File: src/rtl/mem_bus_if.sv
// Memory bus interface: MAR/MDR registers and an SRAM access sequencer (IDLE -> RD_ACC/WR_ACC -> DONE).
// Define MEM_WAIT_EN to stretch the access phase to WAIT_CYCLES clocks; otherwise it lasts one clock.
module mem_bus_if #(
    parameter int WAIT_CYCLES = 2
) (
    input  logic        Clk,
    input  logic        Reset,
    input  logic [15:0] Bus,
    input  logic        LD_MAR,
    input  logic        LD_MDR,
    input  logic        MEM_REQ,
    input  logic        MEM_WE,
    input  logic [15:0] Data_from_SRAM,
    output logic [15:0] MAR,
    output logic [15:0] MDR,
    output logic [19:0] ADDR,
    output logic [15:0] Data_to_SRAM,
    output logic        CE_n,
    output logic        OE_n,
    output logic        WE_n,
    output logic        R,
    output logic        Busy,
    output logic [1:0]  state_dbg
);

    // Handshake: MEM_REQ (with MEM_WE) is accepted only on an edge where Busy=0; while Busy=1
    // MEM_REQ, LD_MAR and LD_MDR are dropped, and R is a single-cycle completion pulse.
    localparam logic [1:0] IDLE   = 2'd0;
    localparam logic [1:0] RD_ACC = 2'd1;
    localparam logic [1:0] WR_ACC = 2'd2;
    localparam logic [1:0] DONE   = 2'd3;

    if (WAIT_CYCLES < 1 || WAIT_CYCLES > 15) begin : g_bad_wait
        $error("mem_bus_if: WAIT_CYCLES must be in 1..15");
    end

    logic [1:0] state;
    logic [1:0] state_nxt;
    logic       acc_last;
    logic       in_acc;

    assign in_acc = (state == RD_ACC) || (state == WR_ACC);

`ifdef MEM_WAIT_EN
    localparam logic [3:0] LAST_CNT = 4'(WAIT_CYCLES - 1);
    logic [3:0] wait_cnt;

    // Held at zero in IDLE so every access starts counting from 0; stops at LAST_CNT, never wraps.
    always_ff @(posedge Clk or negedge Reset) begin
        if (!Reset) begin
            wait_cnt <= 4'd0;
        end else if (state == IDLE) begin
            wait_cnt <= 4'd0;
        end else if (in_acc && !acc_last) begin
            wait_cnt <= wait_cnt + 4'd1;
        end
    end

    assign acc_last = (wait_cnt == LAST_CNT);
`else
    assign acc_last = 1'b1;
`endif

    always_comb begin
        state_nxt = state;
        case (state)
            IDLE:           if (MEM_REQ) state_nxt = MEM_WE ? WR_ACC : RD_ACC;
            RD_ACC, WR_ACC: if (acc_last) state_nxt = DONE;
            DONE:           state_nxt = IDLE;
            default:        state_nxt = IDLE;
        endcase
    end

    always_ff @(posedge Clk or negedge Reset) begin
        if (!Reset) begin
            state <= IDLE;
        end else begin
            state <= state_nxt;
        end
    end

    // Loads land on the same edge that starts an access, so the access sees the fresh value.
    always_ff @(posedge Clk or negedge Reset) begin
        if (!Reset) begin
            MAR <= 16'h0000;
            MDR <= 16'h0000;
        end else begin
            if (state == IDLE && LD_MAR) begin
                MAR <= Bus;
            end
            if (state == IDLE && LD_MDR) begin
                MDR <= Bus;
            end else if (state == RD_ACC && acc_last) begin
                MDR <= Data_from_SRAM;
            end
        end
    end

    // Strobes decode straight from state so an asynchronous reset releases them immediately.
    assign CE_n         = !in_acc;
    assign OE_n         = (state != RD_ACC);
    assign WE_n         = (state != WR_ACC);
    assign R            = (state == DONE);
    assign Busy         = (state != IDLE);
    assign ADDR         = {4'h0, MAR};
    assign Data_to_SRAM = MDR;
    assign state_dbg    = state;

endmodule

File: config.mk
export PLATFORM = sky130hd
export DESIGN_NAME = mem_bus_if
export DESIGN_NICKNAME = d
export VERILOG_FILES = /design/src/rtl/mem_bus_if.sv
export SDC_FILE = /design/constraint.sdc
export NUM_CORES = 1
export LEC_CHECK = 0
export BUFFER_PORTS_ARGS = -buffer_cell sky130_fd_sc_hd__buf_4
export CAP_MARGIN = 20
export CELL_PAD_IN_SITES_DETAIL_PLACEMENT = 1
export CELL_PAD_IN_SITES_GLOBAL_PLACEMENT = 2
export CORE_MARGIN = 10
export CORE_UTILIZATION = 22
export DETAILED_ROUTE_END_ITERATION = 10
export PLACE_DENSITY_LB_ADDON = 0.15
export SLEW_MARGIN = 20
export SYNTH_ARGS = -nofsm -noshare
export SYNTH_HDL_FRONTEND = slang
export SYNTH_SLANG_ARGS = --single-unit
File: constraint.sdc
create_clock -name Clk -period 1.6 [get_ports Clk]
set_clock_uncertainty 0.2 [all_clocks]
set_input_delay 0.24 -clock Clk [delete_from_list [all_inputs] [get_ports Clk]]
set_output_delay 0.24 -clock Clk [all_outputs]
set_load 0.03 [all_outputs]
* After elaboration in Yosys (flattened, before gate mapping) *
Cells that the tools add are included.

cells by class
  add/sub/neg operators = 0
  $mul = 0
  div/mod/pow operators = 0
  order comparisons = 0
  eq/ne operators = 6
  shifts and indexed selects = 0
  muxes and demuxes = 5
  bitwise gates (word level) = 0
  reductions and logical operators = 8

operator list
  kind                count
  $mux 16             2
  $pmux 2 s3          1
  $eq 2x2->1 const B  2
  $mux 2              2
  $ne 2x2->1 const B  2
  $reduce_bool 2->1   2
  $eq 2x1->1 const B  1
  $logic_and 1x1->1   2
  $logic_not 2->1     1
  $ne 2x1->1 const B  1
  $reduce_or 2->1     1
  $logic_not 1->1     1
  $logic_or 1x1->1    1

storage, ports and cells
  flip-flop bits (word level) = 34
  bits in latches = 0
  bits in writable memories = 0
  bits in read-only memories = 0
  output and inout bits = 75
  memories kept = 0

* Depth between registers and ports, before layout *
Gate-level depths: netlist of run 1.

  depth in word-level cells = 3
  depth in mapped cells = 6

* Worst setup path after synthesis of run 1 *
OpenSTA, ideal clock, no wires.

  path type = register -> output
  from = register state[0] (netlist: state_dbg[0])
  to = output port Busy
  arrival time = 1.454 ns
  setup slack = -0.294 ns
  cell stages (with the launch flop) = 6
  buffers on the path = 2
  path through = dfrtp_1 -> inv_1 -> ha_1 -> buf_2 -> buf_2 -> inv_1

between the ends
  cells in the longest elaborated chain, start to end = 1

ends and longest elaborated chain
  item                      RTL line  text
  start: declaration        37        logic [1:0] state;
  start signal: assignment  78        state <= state_nxt;
  $reduce_bool 2->1         104       assign Busy = (state != IDLE);
  end: declaration          22        output logic Busy,

Every way passes these cells.

* Worst setup path in the final report of run 1 *
  from = register state[0] (netlist: state_dbg[0])
  to = output port R

between the ends
  cells in the longest elaborated chain, start to end = 1

ends and longest elaborated chain
  item              RTL line  text
  $eq 2x2->1        103       assign R = (state == DONE);
  end: declaration  21        output logic R,

Every way passes these cells.

==> flow_metrics.env, run 1 <==
export IMPL_p_leak_nw=1.44
export IMPL_dpl_cell_count=341
export IMPL_rr_startpoint="state_dbg[0]$_DFFE_PN0P_"
export IMPL_timing_fmax_mhz=602
export IMPL_routedWlPerCell_um=17.8
export IMPL_syn_area_um2=1870
export IMPL_grt_overflow_total=0
export IMPL_grt_pass1_vias=1784
export IMPL_tns_ns=-0.265
export IMPL_synth_seq_cells=34
export IMPL_initial_utilization_pct=22.6
export IMPL_final_instance_count_excl_fill=373
export IMPL_grt_total_usage_pct=10.2
export IMPL_fp_dieW_um=112
export IMPL_min_period_ns=1.66
export IMPL_ant_nets=0
export IMPL_n_antenna_cell=0
export IMPL_cp_slowest_cell="dfrtp_2"
export IMPL_cts_root_buffer="clkbuf_8"
export IMPL_synth_top_cells_by_area="dfrtp_1 (46%), buf_4 (15%), mux2i_1 (9.6%)"
export IMPL_dominantRegCellSynth="dfrtp_1"
export IMPL_drtIter0Drc=51
export IMPL_place_congestion=0.685
export IMPL_cp_num_cells=3
export IMPL_required_ns=1.16
export IMPL_synth_cell_types=21
export IMPL_yosysWarningCount=0
export IMPL_grt_pass1_wl_mm=10.4
export IMPL_path_buf_inv=2
export IMPL_dieHeight_um=112
export IMPL_max_stage_delay_ns=0.45
export IMPL_synth_top_area_share_pct=45.5
export IMPL_synth_async_reset_ratio_pct=100
export IMPL_layout_drive_gt1_share_pct=60.1
export IMPL_synth_most_common_cell="buf_4"
export IMPL_place_area_um2=2570
export IMPL_setup_viol=6
export IMPL_numPortBuffers=108
export IMPL_hold_viol=0
export IMPL_finalInstanceArea_um2=2990
export IMPL_hold_path_class="in -> reg"
export IMPL_dr_pass1_iters=4
export IMPL_worstHoldPathCells=2
export IMPL_drv_slew=0
export IMPL_antenna_found_initial=0
export IMPL_cts_buffer_depth=2
export IMPL_final_core_util_pct=36.2
export IMPL_rsz0062_at_grt="yes"
export IMPL_cp_start_kind="register"
export IMPL_synth_edf_count=0
export IMPL_arrival_ns=1.22
export IMPL_critPathCaptureType="output port"
export IMPL_cp_cell_sequence="buf_4 -> ha_1 -> buf_6"
export IMPL_failed_checks="setup timing"
export IMPL_syn_mean_instance_area_um2=11.5
export IMPL_reg2reg_slack_ns=-0.03
export IMPL_grt_max_degree=35
export IMPL_path_class="reg -> out"
export IMPL_numClockSinks=34
export IMPL_path_clk_slew_ns=0.07
export IMPL_tritoncts="done"
export IMPL_pwr_density_cell_nw_per_um2=2640
export IMPL_status="complete, but fails checks"
export IMPL_area_growth_pct=60.0
export IMPL_cp_top_family="flip-flops"
export IMPL_clock_latency_ns=0.28
export IMPL_min_delay_start="Bus[2]"
export IMPL_final_nets=312
export IMPL_vias=1550
export IMPL_maxCapViolations=0
export IMPL_dieArea_um2=12600
export IMPL_wirelength_mm=6.63
export IMPL_cp_max_fo=3
export IMPL_rows=33
export IMPL_htree_levels=2
export IMPL_drc=0
export IMPL_finalCritPeriodShare_pct=104
export IMPL_synth_commonest_cells="buf_4 (37), dfrtp_1 (34), mux2i_1 (18), nand3_1 (16), o21ai_0 (16)"
export IMPL_syn_inst=163
export IMPL_core_area_um2=8260
export IMPL_ir_worst_vdd_mv=1.08
export IMPL_ios=113
export IMPL_numCtsBuffers=5
export IMPL_setup_ws_ns=-0.0624
export IMPL_total_power_mw=7.89
export IMPL_min_to="MAR[2]$_DFFE_PN0P_"
export IMPL_yosys_area_top_type="dfrtp_1"
export IMPL_dp_hpwl_mm=4.87
export IMPL_vias_per_cell=4.16
export IMPL_worst_r2r_cell_count=6
export IMPL_ys_seq_area_share_pct=45.5
export IMPL_worstReg2RegEnd="state_dbg[0]$_DFFE_PN0P_"
==> report_power, final <==
group	internal (mW)	total, mW	switching [mW]
registers	1.32	1.73	0.406
logic	2.33	5.53	3.20
clock network	0.332	0.637	0.305
total	3.98	7.89	3.91
==> flip-flops by register name, indices dropped and copies added, names as in the netlist <==
name          cells
state_dbg         2
Data_to_SRAM     16
MAR              16
==> worst max path at each step <==
stage | startpoint | endpoint | slack, ns
after floorplan | state_dbg[0]$_DFFE_PN0P_ | MAR[10]$_DFFE_PN0P_ | -0.03
after global placement | state_dbg[0]$_DFFE_PN0P_ | MAR[3]$_DFFE_PN0P_ | 0.02
after detailed placement | state_dbg[0]$_DFFE_PN0P_ | MAR[0]$_DFFE_PN0P_ | -0.02
after CTS | state_dbg[0]$_DFFE_PN0P_ | Busy | -0.07
after global routing | state_dbg[0]$_DFFE_PN0P_ | Busy | -0.10
final | state_dbg[0]$_DFFE_PN0P_ | R | -0.06
==> layout make-up <==
| type | count | area [µm²] |
|---|---|---|
| clock buffer | 6 | 82.6 |
| fill | 930 | 5270 |
| inverter | 6 | 33.8 |
| timing repair buffer | 138 | 1130 |
| tap | 105 | 131 |
| sequential | 34 | 853 |
| multi-input combinational | 84 | 758 |
==> worst register-to-register path, delay by kind of cell, from the launching register on <==
kind                     cells  cell delay (ns)
buffers and inverters        3             0.29
adder cells (fa/ha/maj)      1             0.17
AND/OR/NAND/NOR              1             0.21
AO/OA/AOI/OAI                1             0.25
flip-flops                   1             0.42
==> placed cells by master (no fill, tap or decap) <==
master,count
buf_12,2
mux2_4,10
ha_2,1
dfrtp_2,2
and2_4,1
clkbuf_8,6
dlygate4sd3_1,16
nand2_8,2
nand3b_1,1
conb_1,4
buf_6,8
dfrtp_1,32
ha_4,2
inv_4,3
and2_2,1
nor2_1,1
mux2_2,6
clkinvlp_4,1
and2b_2,1
mux2i_1,18
nand3_1,16
ha_1,2
inv_2,2
and2_1,1
buf_4,112
o21ai_0,16
o31ai_2,1
==> kinds of logic after synthesis <==
kind of cell | Yosys count | share of synthesized area [%]
mux | 34 | 21.3
other cells | 1 | 0.201
flops | 34 | 45.5
fa+ha+maj | 5 | 3.35
compound gates | 17 | 4.69
simple gates | 22 | 6.43
buf+inv | 50 | 18.5
==> layer usage <==
metal | share of wire (%) | global-route usage (%)
met1 | 44 | 12.8
met2 | 47 | 16.1
met3 | 8.8 | 4.21
met4 | 0.39 | 2.03
met5 | 0 | 0
==> per-stage QoR <==
| step | worst slack (ns) | hold WS [ns] |
|---|---|---|
| floorplan | -0.0298 | -0.256 |
| global placement | 0.0191 | 0.0335 |
| detailed placement | -0.0194 | 0.0340 |
| CTS | -0.0693 | 0.000395 |
| global route | -0.100 | 0.0125 |
| finish | -0.0624 | 0.0134 |
==> what timing repair did <==
item                       4_1_cts  5_1_grt
hold buffers                    16        0
buffers inserted                 7        2
gates cloned                     1        1
pin swaps                        3        1
setup endpoints to repair       21       29
hold endpoints to repair        51        0
resized for setup               13        7
Note: power is estimated with default switching activity, not from simulation.
==> inputs of run 2 (changes only) <==
--- a/config.mk
+++ b/config.mk
@@ -5,6 +5,7 @@
 export SDC_FILE = /design/constraint.sdc
 export NUM_CORES = 1
 export LEC_CHECK = 0
+export ABC_CLOCK_PERIOD_IN_PS = 1400
 export BUFFER_PORTS_ARGS = -buffer_cell sky130_fd_sc_hd__buf_4
 export CAP_MARGIN = 20
 export CELL_PAD_IN_SITES_DETAIL_PLACEMENT = 1
==> constraint.sdc (replaced) <==
create_clock -name Clk -period 1.4 [get_ports Clk]
set_clock_uncertainty 0.2 [all_clocks]
set_input_delay 0.21 -clock Clk [delete_from_list [all_inputs] [get_ports Clk]]
set_output_delay 0.21 -clock Clk [all_outputs]
set_load 0.03 [all_outputs]
==> run 2 against run 1 <==
The run ends with hold timing, setup timing left. Cell count grew 1.3%. Worst setup slack lost 0.17 ns. Core utilization grew 1.2 points. First-iteration DRC count shrank 37%. Worst hold slack lost 0.024 ns. Clock power grew 23%. Clock-buffer cell count is the same. Design area grew 3.3%. Non-clock buffer count grew 3. Sequential share of layout area shrank 0.90 points.
==> flow_metrics.env, run 2 (synthesis results as in run 1) <==
export IMPL_initial_utilization_pct=22.6
export IMPL_dieHeight_um=112
export IMPL_rsz0062_at_grt="yes"
export IMPL_hold_path_class="in -> reg"
export IMPL_final_common_cell="buf_4"
export IMPL_worstHoldPathCells=3
export IMPL_layout_drive_gt1_share_pct=61.5
export IMPL_setup_ws_ns=-0.233
export IMPL_path_class="reg -> out"
export IMPL_cts_buffer_depth=2
export IMPL_place_congestion=0.699
export IMPL_layout_common_cells="buf_4 (110), dfrtp_1 (32), dlygate4sd3_1 (18)"
export IMPL_min_period_ns=1.63
export IMPL_fill_cells=956
export IMPL_dp_hpwl_mm=4.92
export IMPL_core_area_um2=8260
export IMPL_required_ns=0.99
export IMPL_cp_num_cells=5
export IMPL_ir_worst_vdd_mv=1.19
export IMPL_total_power_mw=9.26
export IMPL_dr_pass1_iters=2
export IMPL_worst_r2r_cell_count=6
export IMPL_arrival_ns=1.22
export IMPL_timing_fmax_mhz=612
export IMPL_fp_dieW_um=112
export IMPL_grt_max_degree=35
export IMPL_vias_per_cell=4.16
export IMPL_ant_nets=0
export IMPL_p_leak_nw=1.49
export IMPL_grt_pass1_vias=1957
export IMPL_htree_levels=2
export IMPL_drv_slew=0
export IMPL_n_antenna_cell=0
export IMPL_drtIter0Drc=32
export IMPL_failed_checks="hold timing, setup timing"
export IMPL_numClockSinks=34
export IMPL_dieArea_um2=12600
export IMPL_rows=33
export IMPL_ios=113
export IMPL_cp_slowest_cell="dfrtp_2"
export IMPL_max_stage_delay_ns=0.45
export IMPL_cp_top_family="flip-flops"
export IMPL_drc=0
export IMPL_clock_latency_ns=0.28
export IMPL_path_buf_inv=4
export IMPL_path_clk_slew_ns=0.08
export IMPL_area_growth_pct=65.2
export IMPL_cts_root_buffer="clkbuf_8"
export IMPL_vias=1572
export IMPL_finalCritPeriodShare_pct=117
export IMPL_cp_max_fo=4
export IMPL_maxCapViolations=0
export IMPL_grt_pass1_wl_mm=11.0
export IMPL_grt_overflow_total=0
export IMPL_dp_slack_ns=-0.171
export IMPL_cp_start_kind="register"
export IMPL_whs_ns=-0.0108
export IMPL_final_core_util_pct=37.4
export IMPL_cp_cell_sequence="inv_2 -> ha_4 -> buf_6 -> inv_2 -> buf_6"
export IMPL_setup_viol=41
export IMPL_routedWlPerCell_um=18.1
export IMPL_antenna_found_initial=0
export IMPL_tritoncts="done"
export IMPL_grt_total_usage_pct=10.8
export IMPL_pwr_density_cell_nw_per_um2=3000
export IMPL_wirelength_mm=6.83
export IMPL_numPortBuffers=108
export IMPL_critPathCaptureType="output port"
export IMPL_status="complete, but fails checks"
export IMPL_final_nets=315
export IMPL_hold_viol=1
export IMPL_numCtsBuffers=5
## run 2: changes by cell type in the layout (fill, tap and decap cells not counted), sizes merged
cell | previous run | this run
clkinv | 0 | 1
clkinvlp | 1 | 2
dlygate4sd3 | 16 | 18
buf | 122 | 123
## run 2: worst reg2reg max path, cell delays in order (launching register included)
cell and delay, ns:
dfrtp_2 0.42, inv_2 0.07, ha_4 0.17, buf_6 0.12, buf_6 0.13, and2b_2 0.21
o31ai_2 0.18
## run 2: path summary, 6_finish.rpt
kind,start,end,slack [ns]
hold reg to reg,MAR[3]$_DFFE_PN0P_,MAR[3]$_DFFE_PN0P_,0.35
max in group asynchronous,Reset,state_dbg[0]$_DFFE_PN0P_,0.42
min in group asynchronous,Reset,MAR[12]$_DFFE_PN0P_,0.21
setup reg to reg,state_dbg[0]$_DFFE_PN0P_,state_dbg[0]$_DFFE_PN0P_,-0.19
hold / removal,Data_from_SRAM[14],Data_to_SRAM[14]$_DFFE_PN0P_,-0.01
setup / recovery,state_dbg[0]$_DFFE_PN0P_,Busy,-0.23
## run 2: cell type report
cell class                      count  area (µm²)  share of cell area, %
Inverter                            6        28.8                  0.932
Clock buffer                        6        82.6                   2.67
Tap cell                          105         131                   4.25
Multi-Input combinational cell     84         816                   26.4
Sequential cell                    34         853                   27.6
Clock inverter                      2        12.5                  0.405
Timing Repair Buffer              141        1160                   37.7
## run 2: report_power, final
group          total [mW]  leakage, nW  internal [mW]  switching, mW
logic                6.50         1.04           2.78           3.71
registers            1.98        0.403           1.51          0.470
clock network       0.781       0.0472          0.396          0.386
## run 2: what timing repair did
item | 4_1_cts | 5_1_grt
cloned | 2 | 0
resized for setup | 34 | 17
setup buffers | 7 | 0
pin swaps | 4 | 1
endpoints found under the setup margin | 41 | 41
endpoints found under the hold margin | 65 | 0
hold buffers | 18 | 0
## run 2: per-stage QoR
step	cells	setup TNS, ns	cell area [µm²]
after floorplan	166	-5.50	1940
after global placement	344	-3.39	2610
final	378	-5.05	3090
after global routing	378	-7.57	3090
after CTS	379	-6.18	3070
after detailed placement	344	-4.42	2610
## run 2: layer usage
| metal | wire (µm) | part of all wire (%) | vias to the layer above | track usage (%) |
|---|---|---|---|---|
| li1 | - | - | 731 | - |
| met1 | 2900 | 42 | 765 | 12.4 |
| met2 | 3240 | 47 | 71 | 18.1 |
| met3 | 655 | 9.6 | 5 | 4.85 |
| met4 | 39 | 0.57 | 0 | 2.54 |
| met5 | 0 | 0 | - | 0 |
